$ cat src/rtl/fetch_mem_arbiter_pkg.sv
// Shared types and constants for the fetch/load-store memory arbiter.
package fetch_mem_arbiter_pkg;

   // Arbiter FSM states
   typedef enum logic [1:0] {
      ST_IDLE    = 2'd0,
      ST_BUSY_IF = 2'd1,
      ST_BUSY_LS = 2'd2
   } arb_state_e;

   // funct3 access modes (loads and stores share the low encodings)
   typedef enum logic [2:0] {
      FUN3_B  = 3'b000,
      FUN3_H  = 3'b001,
      FUN3_W  = 3'b010,
      FUN3_BU = 3'b100,
      FUN3_HU = 3'b101
   } fun3_e;

   localparam logic [2:0] LW_FUN3          = FUN3_W;
   localparam int         SYS_ADDR_SPACE   = 32;
   localparam int         CACHE_DATA_WIDTH = 32;

endpackage

$ cat src/rtl/fetch_mem_arbiter_if.sv
// Bundle of fetch, load/store and memory-side signals seen by the arbiter.
interface fetch_mem_arbiter_if
   import fetch_mem_arbiter_pkg::*;
#(
   parameter int ADDR_W = SYS_ADDR_SPACE,
   parameter int DATA_W = CACHE_DATA_WIDTH
) ();

   logic              if_req_i;
   logic [ADDR_W-1:0] if_addr_i;
   logic              if_flush_i;
   logic              if_ack_o;
   logic [DATA_W-1:0] if_inst_o;

   logic              ls_req_i;
   logic              ls_we_i;
   logic [ADDR_W-1:0] ls_addr_i;
   logic [DATA_W-1:0] ls_wdata_i;
   logic [2:0]        ls_mode_i;
   logic              ls_ack_o;
   logic [DATA_W-1:0] ls_rdata_o;

   logic              mem_re_o;
   logic              mem_we_o;
   logic [ADDR_W-1:0] mem_addr_o;
   logic [DATA_W-1:0] mem_wdata_o;
   logic [2:0]        mem_mode_o;
   logic [DATA_W-1:0] mem_rdata_i;

   // Arbiter side
   modport slave (
      input  if_req_i, if_addr_i, if_flush_i,
      input  ls_req_i, ls_we_i, ls_addr_i, ls_wdata_i, ls_mode_i,
      input  mem_rdata_i,
      output if_ack_o, if_inst_o, ls_ack_o, ls_rdata_o,
      output mem_re_o, mem_we_o, mem_addr_o, mem_wdata_o, mem_mode_o
   );

   // Requester / memory side
   modport master (
      output if_req_i, if_addr_i, if_flush_i,
      output ls_req_i, ls_we_i, ls_addr_i, ls_wdata_i, ls_mode_i,
      output mem_rdata_i,
      input  if_ack_o, if_inst_o, ls_ack_o, ls_rdata_o,
      input  mem_re_o, mem_we_o, mem_addr_o, mem_wdata_o, mem_mode_o
   );

endinterface

$ cat src/rtl/fetch_mem_arbiter_mem_lat_counter.sv
// Loadable down-counter with a done flag; tracks remaining memory busy cycles.
module mem_lat_counter #(
   parameter int MAX_CNT = 2
) (
   input  logic                           clk_i,
   input  logic                           rst_i,
   input  logic                           load_i,
   input  logic [$clog2(MAX_CNT)+1-1:0]   load_val_i,
   input  logic                           en_i,
   output logic                           done_o
);

   localparam int CNT_W = $clog2(MAX_CNT) + 1;

   logic [CNT_W-1:0] cnt_q, cnt_d;

   // Load takes priority; otherwise count down to zero and hold there
   always_comb begin
      cnt_d = cnt_q;
      if (load_i) begin
         cnt_d = load_val_i;
      end else if (en_i && (cnt_q != '0)) begin
         cnt_d = cnt_q - 1'b1;
      end
   end

   // Counter register
   always_ff @(posedge clk_i or posedge rst_i) begin
      if (rst_i) begin
         cnt_q <= '0;
      end else begin
         cnt_q <= cnt_d;
      end
   end

   assign done_o = (cnt_q == '0);

endmodule

$ cat src/rtl/fetch_mem_arbiter.sv
// Shares one single-port memory between instruction fetch and the load/store
// unit. LS has priority unless fetch has been starved for STARVE_MAX grants.
module fetch_mem_arbiter
   import fetch_mem_arbiter_pkg::*;
#(
   parameter int ADDR_W     = SYS_ADDR_SPACE,
   parameter int DATA_W     = CACHE_DATA_WIDTH,
   parameter int MEM_LAT    = 2,
   parameter int STARVE_MAX = 4
) (
   input logic                clk_i,
   input logic                rst_i,
   fetch_mem_arbiter_if.slave bus
);

   localparam int               CNT_W    = $clog2(MEM_LAT) + 1;
   localparam int               STV_W    = $clog2(STARVE_MAX + 1);
   localparam logic [CNT_W-1:0] LAT_LOAD = CNT_W'(MEM_LAT - 1);
   localparam logic [STV_W-1:0] STV_SAT  = STV_W'(STARVE_MAX);

   arb_state_e        state_q, state_d;
   logic [STV_W-1:0]  starve_q, starve_d;
   logic              flush_pend_q, flush_pend_d;
   logic              re_q, re_d;
   logic              we_q, we_d;
   logic [ADDR_W-1:0] addr_q, addr_d;
   logic [DATA_W-1:0] wdata_q, wdata_d;
   logic [2:0]        mode_q, mode_d;
   logic              if_ack_q, if_ack_d;
   logic              ls_ack_q, ls_ack_d;
   logic [DATA_W-1:0] if_inst_q, if_inst_d;
   logic [DATA_W-1:0] ls_rdata_q, ls_rdata_d;
   logic              grant_ls, grant_if;
   logic              cnt_load;
   logic              lat_done;

   mem_lat_counter #(
      .MAX_CNT (MEM_LAT)
   ) u_lat_cnt (
      .clk_i      (clk_i),
      .rst_i      (rst_i),
      .load_i     (cnt_load),
      .load_val_i (LAT_LOAD),
      .en_i       (state_q != ST_IDLE),
      .done_o     (lat_done)
   );

   // Arbitration, grant latching, completion capture and ack generation
   always_comb begin
      state_d      = state_q;
      starve_d     = starve_q;
      flush_pend_d = flush_pend_q;
      re_d         = re_q;
      we_d         = we_q;
      addr_d       = addr_q;
      wdata_d      = wdata_q;
      mode_d       = mode_q;
      if_ack_d     = 1'b0;
      ls_ack_d     = 1'b0;
      if_inst_d    = if_inst_q;
      ls_rdata_d   = ls_rdata_q;
      cnt_load     = 1'b0;
      grant_ls     = bus.ls_req_i && (!bus.if_req_i || (starve_q < STV_SAT));
      grant_if     = bus.if_req_i && !bus.if_flush_i && !grant_ls;

      unique case (state_q)
         ST_IDLE: begin
            if (grant_ls) begin
               state_d  = ST_BUSY_LS;
               cnt_load = 1'b1;
               re_d     = !bus.ls_we_i;
               we_d     = bus.ls_we_i;
               addr_d   = bus.ls_addr_i;
               wdata_d  = bus.ls_wdata_i;
               mode_d   = bus.ls_mode_i;
               // Only count grants that actually made a fetch wait
               if (!bus.if_req_i) begin
                  starve_d = '0;
               end else if (starve_q != STV_SAT) begin
                  starve_d = starve_q + 1'b1;
               end
            end else if (grant_if) begin
               state_d      = ST_BUSY_IF;
               cnt_load     = 1'b1;
               re_d         = 1'b1;
               we_d         = 1'b0;
               addr_d       = bus.if_addr_i;
               wdata_d      = '0;
               mode_d       = LW_FUN3;
               starve_d     = '0;
               flush_pend_d = 1'b0;
            end
         end
         ST_BUSY_IF: begin
            if (bus.if_flush_i) begin
               flush_pend_d = 1'b1;
            end
            if (lat_done) begin
               state_d      = ST_IDLE;
               re_d         = 1'b0;
               we_d         = 1'b0;
               flush_pend_d = 1'b0;
               // A redirect seen at any point in the access, including the
               // final cycle, discards the fetched word
               if (!(flush_pend_q || bus.if_flush_i)) begin
                  if_ack_d  = 1'b1;
                  if_inst_d = bus.mem_rdata_i;
               end
            end
         end
         ST_BUSY_LS: begin
            if (lat_done) begin
               state_d  = ST_IDLE;
               re_d     = 1'b0;
               we_d     = 1'b0;
               ls_ack_d = 1'b1;
               if (!we_q) begin
                  ls_rdata_d = bus.mem_rdata_i;
               end
            end
         end
         default: state_d = ST_IDLE;
      endcase
   end

   // State and output registers; reset aborts any access in flight
   always_ff @(posedge clk_i or posedge rst_i) begin
      if (rst_i) begin
         state_q      <= ST_IDLE;
         starve_q     <= '0;
         flush_pend_q <= 1'b0;
         re_q         <= 1'b0;
         we_q         <= 1'b0;
         addr_q       <= '0;
         wdata_q      <= '0;
         mode_q       <= '0;
         if_ack_q     <= 1'b0;
         ls_ack_q     <= 1'b0;
         if_inst_q    <= '0;
         ls_rdata_q   <= '0;
      end else begin
         state_q      <= state_d;
         starve_q     <= starve_d;
         flush_pend_q <= flush_pend_d;
         re_q         <= re_d;
         we_q         <= we_d;
         addr_q       <= addr_d;
         wdata_q      <= wdata_d;
         mode_q       <= mode_d;
         if_ack_q     <= if_ack_d;
         ls_ack_q     <= ls_ack_d;
         if_inst_q    <= if_inst_d;
         ls_rdata_q   <= ls_rdata_d;
      end
   end

   assign bus.if_ack_o    = if_ack_q;
   assign bus.if_inst_o   = if_inst_q;
   assign bus.ls_ack_o    = ls_ack_q;
   assign bus.ls_rdata_o  = ls_rdata_q;
   assign bus.mem_re_o    = re_q;
   assign bus.mem_we_o    = we_q;
   assign bus.mem_addr_o  = addr_q;
   assign bus.mem_wdata_o = wdata_q;
   assign bus.mem_mode_o  = mode_q;

endmodule

$ cat src/flat_wrapper.sv
// flat-port wrapper written by rule: the top's interface ports become plain ports
module fetch_mem_arbiter_flat import fetch_mem_arbiter_pkg::*;
#(
   parameter int ADDR_W     = SYS_ADDR_SPACE,
   parameter int DATA_W     = CACHE_DATA_WIDTH,
   parameter int MEM_LAT    = 2,
   parameter int STARVE_MAX = 4
)
  (clk_i, rst_i, bus_if_req_i, bus_if_addr_i, bus_if_flush_i, bus_ls_req_i, bus_ls_we_i, bus_ls_addr_i, bus_ls_wdata_i, bus_ls_mode_i, bus_mem_rdata_i, bus_if_ack_o, bus_if_inst_o, bus_ls_ack_o, bus_ls_rdata_o, bus_mem_re_o, bus_mem_we_o, bus_mem_addr_o, bus_mem_wdata_o, bus_mem_mode_o);
  fetch_mem_arbiter_if #(.ADDR_W(ADDR_W), .DATA_W(DATA_W)) bus_i ();
  input logic clk_i;
  input logic rst_i;
  input wire logic [$bits(bus_i.if_req_i)-1:0] bus_if_req_i;
  input wire logic [$bits(bus_i.if_addr_i)-1:0] bus_if_addr_i;
  input wire logic [$bits(bus_i.if_flush_i)-1:0] bus_if_flush_i;
  input wire logic [$bits(bus_i.ls_req_i)-1:0] bus_ls_req_i;
  input wire logic [$bits(bus_i.ls_we_i)-1:0] bus_ls_we_i;
  input wire logic [$bits(bus_i.ls_addr_i)-1:0] bus_ls_addr_i;
  input wire logic [$bits(bus_i.ls_wdata_i)-1:0] bus_ls_wdata_i;
  input wire logic [$bits(bus_i.ls_mode_i)-1:0] bus_ls_mode_i;
  input wire logic [$bits(bus_i.mem_rdata_i)-1:0] bus_mem_rdata_i;
  output wire logic [$bits(bus_i.if_ack_o)-1:0] bus_if_ack_o;
  output wire logic [$bits(bus_i.if_inst_o)-1:0] bus_if_inst_o;
  output wire logic [$bits(bus_i.ls_ack_o)-1:0] bus_ls_ack_o;
  output wire logic [$bits(bus_i.ls_rdata_o)-1:0] bus_ls_rdata_o;
  output wire logic [$bits(bus_i.mem_re_o)-1:0] bus_mem_re_o;
  output wire logic [$bits(bus_i.mem_we_o)-1:0] bus_mem_we_o;
  output wire logic [$bits(bus_i.mem_addr_o)-1:0] bus_mem_addr_o;
  output wire logic [$bits(bus_i.mem_wdata_o)-1:0] bus_mem_wdata_o;
  output wire logic [$bits(bus_i.mem_mode_o)-1:0] bus_mem_mode_o;
  assign bus_i.if_req_i = bus_if_req_i;
  assign bus_i.if_addr_i = bus_if_addr_i;
  assign bus_i.if_flush_i = bus_if_flush_i;
  assign bus_i.ls_req_i = bus_ls_req_i;
  assign bus_i.ls_we_i = bus_ls_we_i;
  assign bus_i.ls_addr_i = bus_ls_addr_i;
  assign bus_i.ls_wdata_i = bus_ls_wdata_i;
  assign bus_i.ls_mode_i = bus_ls_mode_i;
  assign bus_i.mem_rdata_i = bus_mem_rdata_i;
  assign bus_if_ack_o = bus_i.if_ack_o;
  assign bus_if_inst_o = bus_i.if_inst_o;
  assign bus_ls_ack_o = bus_i.ls_ack_o;
  assign bus_ls_rdata_o = bus_i.ls_rdata_o;
  assign bus_mem_re_o = bus_i.mem_re_o;
  assign bus_mem_we_o = bus_i.mem_we_o;
  assign bus_mem_addr_o = bus_i.mem_addr_o;
  assign bus_mem_wdata_o = bus_i.mem_wdata_o;
  assign bus_mem_mode_o = bus_i.mem_mode_o;
  fetch_mem_arbiter #(.ADDR_W(ADDR_W), .DATA_W(DATA_W), .MEM_LAT(MEM_LAT), .STARVE_MAX(STARVE_MAX)) u_core (.clk_i(clk_i), .rst_i(rst_i), .bus(bus_i));
endmodule
$ cat config.mk
export PLATFORM = sky130hd
export DESIGN_NAME = fetch_mem_arbiter_flat
export DESIGN_NICKNAME = d
export VERILOG_FILES = /design/src/rtl/fetch_mem_arbiter_pkg.sv /design/src/rtl/fetch_mem_arbiter_if.sv /design/src/rtl/fetch_mem_arbiter_mem_lat_counter.sv /design/src/rtl/fetch_mem_arbiter.sv /design/src/flat_wrapper.sv
export SDC_FILE = /design/constraint.sdc
export NUM_CORES = 1
export LEC_CHECK = 0
export ABC_AREA = 1
export BUFFER_PORTS_ARGS = -buffer_cell sky130_fd_sc_hd__buf_2
export CAP_MARGIN = 20
export CORE_ASPECT_RATIO = 0.8
export CORE_MARGIN = 1.5
export CORE_UTILIZATION = 51
export CTS_CLUSTER_SIZE = 12
export DETAILED_ROUTE_END_ITERATION = 7
export PLACE_DENSITY = 0.89
export SYNTH_ARGS = -nofsm -noshare
export SYNTH_HDL_FRONTEND = slang
export SYNTH_SLANG_ARGS = --single-unit
export TNS_END_PERCENT = 30
$ cat constraint.sdc
create_clock -name clk_i -period 13.2 [get_ports clk_i]
set_input_delay 1.98 -clock clk_i [delete_from_list [all_inputs] [get_ports clk_i]]
set_output_delay 1.98 -clock clk_i [all_outputs]
set_load 0.02 [all_outputs]
# Word level (Yosys, flattened, before mapping)

Cells that the tools add are included.

Add/sub/neg operators: 2
$lt $le $gt $ge: 1
Equality and inequality tests: 9
Mux-type cells: 35
Bitwise operators: 2
Reduce and logical (&&, ||, !) cells: 26

Operators by type and width:

| operator              | count |
|---|---|
| $mux W32              | 4 |
| $mux W3               | 6 |
| $mux W1               | 16 |
| $reduce_and A3 Y1     | 4 |
| $reduce_bool A2 Y1    | 6 |
| $mux W2               | 5 |
| $ne A3 B3 Y1 const B  | 2 |
| $pmux W1 S2           | 3 |
| $logic_and A1 B1 Y1   | 4 |
| $logic_not A1 Y1      | 4 |
| $logic_not A2 Y1      | 2 |
| $ne A2 B1 Y1 const B  | 2 |
| $pmux W2 S2           | 1 |
| $reduce_and A2 Y1     | 2 |
| $reduce_and A4 Y1     | 1 |
| $add A3 B1 Y3 const B | 1 |
| $lt A3 B3 Y1 const B  | 1 |
| $ne A3 B1 Y1 const B  | 1 |
| $ne A3 B2 Y1 const B  | 1 |
| $eq A2 B1 Y1 const B  | 1 |
| $eq A2 B2 Y1 const B  | 1 |
| $logic_or A1 B1 Y1    | 2 |
| $ne A2 B2 Y1 const B  | 1 |
| $not A1 Y1            | 2 |
| other kinds (2)       | 2 |

Flip-flop bits (word level): 143
Input bits: 137
Output and inout bits: 135

# Logic depth before layout (Yosys ltp)

Depth in word-level cells: 9
Mapped depth: 9

# Hierarchy

From an unflattened synthesis, not the netlist that was laid out.

Cell total of the unflattened synthesis: 698
Area total of the unflattened synthesis: 6269.8 µm²

Modules (own cells, without submodules):

| module            | instances | cells each | area an instance (µm²) | sequential area each (µm²) |
|---|---|---|---|---|
| fetch_mem_arbiter | 1         | 678        | 6138.4                 | 3528.4 |
| mem_lat_counter   | 1         | 20         | 131.4                  | 50.0 |

# Worst setup path after synthesis

Ideal clock, no wire load.

Kind: input to register
Start point: input port bus_ls_req_i
End point: register u_core.mode_q[2], in the netlist u_core.bus.mem_mode_o[2]
Library setup time: 0.117 ns
Arrival: 2.788 ns
Data required time: 13.083 ns
Path slack: 10.295 ns
Stages: 8
Cells stage by stage: buf_2 -> nand3_4 -> nand2_2 -> inv_2 -> buf_6 -> buf_4 -> nand2_1 -> nand2_1

Longest elaborated chain between the ends: 5
Elaborated cells on any way between the ends: 6
Those cells by class: 1 x mux; 5 x reduce/logical

Ends and longest elaborated chain:

| what                         | RTL line                 | source |
|---|---|---|
| from (decl)                  | flat_wrapper.sv:16       | `input wire logic [$bits(bus_i.ls_req_i)-1:0] bus_ls_req_i;` |
| $logic_and A1 B1 Y1 (*)      | fetch_mem_arbiter.sv:63  | `grant_ls = bus.ls_req_i && (!bus.if_req_i \|\| (starve_q < STV_SAT));` |
| $logic_not A1 Y1             | fetch_mem_arbiter.sv:64  | `grant_if = bus.if_req_i && !bus.if_flush_i && !grant_ls;` |
| $logic_and A1 B1 Y1          | fetch_mem_arbiter.sv:64  |  |
| $reduce_bool A2 Y1 (no line) | --                       |  |
| $reduce_and A2 Y1 (no line)  | --                       |  |
| to (signal assigned)         | fetch_mem_arbiter.sv:149 | `mode_q <= mode_d;` |
| to (decl)                    | fetch_mem_arbiter.sv:28  | `logic [2:0] mode_q, mode_d;` |

Every way passes the cells marked *; elsewhere a longest branch is shown, timed or not.
A chain may end at the register's enable or synchronous reset.

# Worst setup path in the final report

Start point: input port bus_ls_req_i
End point: register u_core.u_lat_cnt.cnt_q[1]

Longest elaborated chain between the ends: 7
Elaborated cells on any way between the ends: 8
Those cells by class: 4 x mux; 4 x reduce/logical

Ends and longest elaborated chain:

| what                                                 | RTL line                                | source |
|---|---|---|
| $logic_and A1 B1 Y1 (*)                              | fetch_mem_arbiter.sv:63                 |  |
| $logic_not A1 Y1                                     | fetch_mem_arbiter.sv:64                 |  |
| $logic_and A1 B1 Y1                                  | fetch_mem_arbiter.sv:64                 |  |
| $mux W1                                              | fetch_mem_arbiter.sv:82                 | `end else if (grant_if) begin` |
| $mux W1 (*)                                          | fetch_mem_arbiter.sv:68                 | `if (grant_ls) begin` |
| $mux W1 (*)                                          | fetch_mem_arbiter.sv:66                 | `unique case (state_q)` |
| $mux W2 / $reduce_bool A2 Y1 (equally long branches) | --                                      |  |
| to (signal assigned)                                 | fetch_mem_arbiter_mem_lat_counter.sv:32 | `cnt_q <= cnt_d;` |
| to (decl)                                            | fetch_mem_arbiter_mem_lat_counter.sv:15 | `logic [CNT_W-1:0] cnt_q, cnt_d;` |

Marked as above.

==> impl_metrics.yaml <==
pwr:
  p_per_area_mw_per_mm2: 258.4
  power.switching_fraction: 0.4163
  leakage_nw: 4.380
  intPower_mw: 1.187
  p_seq_frac: 0.370
  peakVddDrop_v: 0.0001322
  p_sw_mw: 0.8465
  pwr-share-comb: 0.407
  pwr-share-clk: 0.222
yosys:
  synth_top_cell_area_share: 0.6015
  syn_avg_cell_area_um2: 9.167
  yosysSeqAreaShare: 0.6015
  synth_compound_area_frac: 0.1012
  yosysWarnings: 0
  yosys.area_share.simple: 0.2147
  synth_cell_types: 23
  synth_top_family_by_area: "simple AND/OR/NAND/NOR gates"
  netlist_area_mm2: 0.005949
  synth-xor-area-share: 0
  synth_adder_area_share: 0.01472
  synth_flop_cell: "dfrtp_1"
  syn_inst: 649
  synth_fp_nets: 793
  async_flop_share: 1.000
  ys_top_cells_by_area: "dfrtp_1 (60%), nand2_1 (14%), nand3_1 (6.1%), o21ai_0 (5.7%), o21a_1 (4.0%)"
  muxShareOfSynthArea: 0
  synth-edff-count: 0
  ys_ff_latch: 143
  yosysTopAreaCell: "dfrtp_1"
cells_and_area:
  drive_above_1_share: 0.3395
  seq_area_mm2: 0.003578
  antennaDiodeCount: 0
  num-fill-cells: 890
  multi_input_area_mm2: 0.001969
  final_cell_mix: "buf_2 (271), nand2_1 (219), dfrtp_1 (143)"
  nets: 1047
  final_common_cell: "buf_2"
  area_growth_pct: 32.26
critical_path:
  cp_slowest_stage_delay_ps: 510
  path_cells: "buf_2 > nand3_4 > nand2_2 > buf_4 > inv_2 > nand3_1 > o21ai_0"
  crit_required_ps: 13470
  critPathCaptureType: "register"
  path_class: "in -> reg"
  critPathTopFamily: "buffers and inverters"
  worst-path-buf-inv: 3
  critPathLaunchType: "input pin"
  slowest_stage: "buf_2"
  critPathMaxFanout: 68
  arrival_ps: 3990
global_route:
  met2_usage: 0.3961
  grt_max_degree: 93
  grt_pass1_vias: 4961
  track_usage: 0.2335
  gr-max-usage-layer: "met2"
  overflow: 0
  antenna_found_initial: 0
  grt_pass1_wl_mm: 22.54
  grt_util_met3: 0.06823
  met1_usage: 0.2784
clock_network:
  worstSkewPairLatency_ps: 400
  numCtsBuffers: 17
  cts_sinks: 143
  cts_tree: "yes"
  cts_setup_buffers: 0
  clockRootBuffer: "clkbuf_16"
  cts_resized: 0
  clk_pin_slew_ps: 60
  htreeDepth: 4
  cts_buffer_depth: 2
  cts_hold_buf: 0
die:
  die_w_um: 123.8
  die_area_mm2: 0.01233
  num_rows: 35
  initial_core_util: 0.5205
  die_h_um: 99.61
  core_area_mm2: 0.01143
  ioPinCount: 272
job:
  drv_cap: 0
detailed_routing:
  ant_nets: 0
  drc: 0
  vias_per_cell: 4.968
  wirelength_mm: 14.19
  wl_per_cell_um: 13.34
  vias: 5286
  drt_pass1_iterations: 5
  initialDrtViolationCount: 238
timing:
  rsz0062_at_grt: "false"
  maxSlewHeadroom: 0.3046
  fmax_mhz: 269.0
  setup_violations: 0
  timing.final.ws_setup_ps: 9482
  slew_viol_final: 0
  timing.setup.tns_ps: 0
  worstMarginPinSlew_ps: 1043
  period_share: 0.2816
  hold_violations: 0
  finalCriticalPeriod_ps: 3718
  skew_ps: 9.612
status:
  outcome: "complete, no violations"
placed_design:
  gp_congestion: 0.7851
  place_ws_ps: 9077
  place_hpwl_mm: 9.983
  portBuffers: 271
min_path:
  min-delay-path-class: "reg -> reg"
## metal layers
metal | wire [um] | vias up
met5 | 0 | -
met4 | 308 | 0
met3 | 937 | 24
met2 | 6991 | 198
met1 | 5954 | 2481
li1 | - | 2583
## synthesized netlist by cell type (2+ instances only)
| cell | count |
|---|---|
| buf_1 | 2 |
| buf_2 | 17 |
| buf_4 | 2 |
| buf_6 | 5 |
| clkbuf_1 | 12 |
| dfrtp_1 | 143 |
| ha_1 | 7 |
| inv_1 | 50 |
| nand2_1 | 220 |
| nand2_2 | 2 |
| nand3_1 | 72 |
| nand4_1 | 4 |
| nor2_1 | 5 |
| o21a_1 | 32 |
| o21ai_0 | 68 |
## worst paths after layout
check                                                 from                    endpoint  slack [ps]  cells after the start
min in group asynchronous                            rst_i    u_core.bus.ls_rdata_o[3]        1730                      2
worst min register to register  u_core.bus.mem_wdata_o[19]  u_core.bus.mem_wdata_o[19]         470                      2
max in group asynchronous                            rst_i   u_core.bus.mem_addr_o[17]       10330                      3
worst max register to register           u_core.state_q[0]   u_core.u_lat_cnt.cnt_q[1]       10790                      8
worst min-delay path            u_core.bus.mem_wdata_o[19]  u_core.bus.mem_wdata_o[19]         470                      2
worst max-delay path                          bus_ls_req_i   u_core.u_lat_cnt.cnt_q[1]        9480                      7
## worst register-to-register path: cells and delay by family (launching register included)
| kind | cells | cell delay (ps) |
|---|---|---|
| simple gates | 3 | 410 |
| flops | 1 | 400 |
| fa+ha+maj | 1 | 320 |
| buf+inv | 3 | 1080 |
| compound gates | 1 | 100 |
## final cells by class
class,instances,area share
flip-flops and latches,143,0.4548
well taps,148,0.02353
clock buffers,19,0.05502
multi-input cells,416,0.2503
inverters,52,0.02544
clock inverters,13,0.01670
repair buffers,273,0.1743
## sequential cells by signal, indices dropped and copies added (netlist names), 2 cells and up
register / flops
u_core.bus.if_inst_o: 32
u_core.bus.ls_rdata_o: 32
u_core.bus.mem_addr_o: 32
u_core.bus.mem_wdata_o: 32
u_core.bus.mem_mode_o: 3
u_core.starve_q: 3
u_core.state_q: 2
u_core.u_lat_cnt.cnt_q: 2
## cell families after synthesis
kind of cell / Yosys count
simple gates: 306
flops: 143
compound gates: 103
buf+inv: 90
fa+ha+maj: 7
## power by group through the flow
stage | combinational [mW] | clock, mW | sequential, mW
floorplan | 0.315 | 0 | 0.990
global placement | 0.811 | 0 | 0.749
detailed placement | 0.838 | 0 | 0.752
CTS | 0.838 | 0.462 | 0.752
global route | 0.916 | 0.486 | 0.778
finish | 0.828 | 0.452 | 0.753
## metrics by stage
step	utilization	total power [mW]	hold slack, ps	area [um^2]	instances
after detailed placement	0.6391	1.589	457.3	7305	1032
after floorplan	-	1.304	442.5	5949	649
after global placement	0.6391	1.560	451.8	7305	1032
after global routing	0.6885	2.180	501.2	7869	1064
final	0.6885	2.033	474.0	7869	1064
after CTS	0.6885	2.052	477.0	7869	1064
No activity file was read; power rests on OpenSTA's default activity.
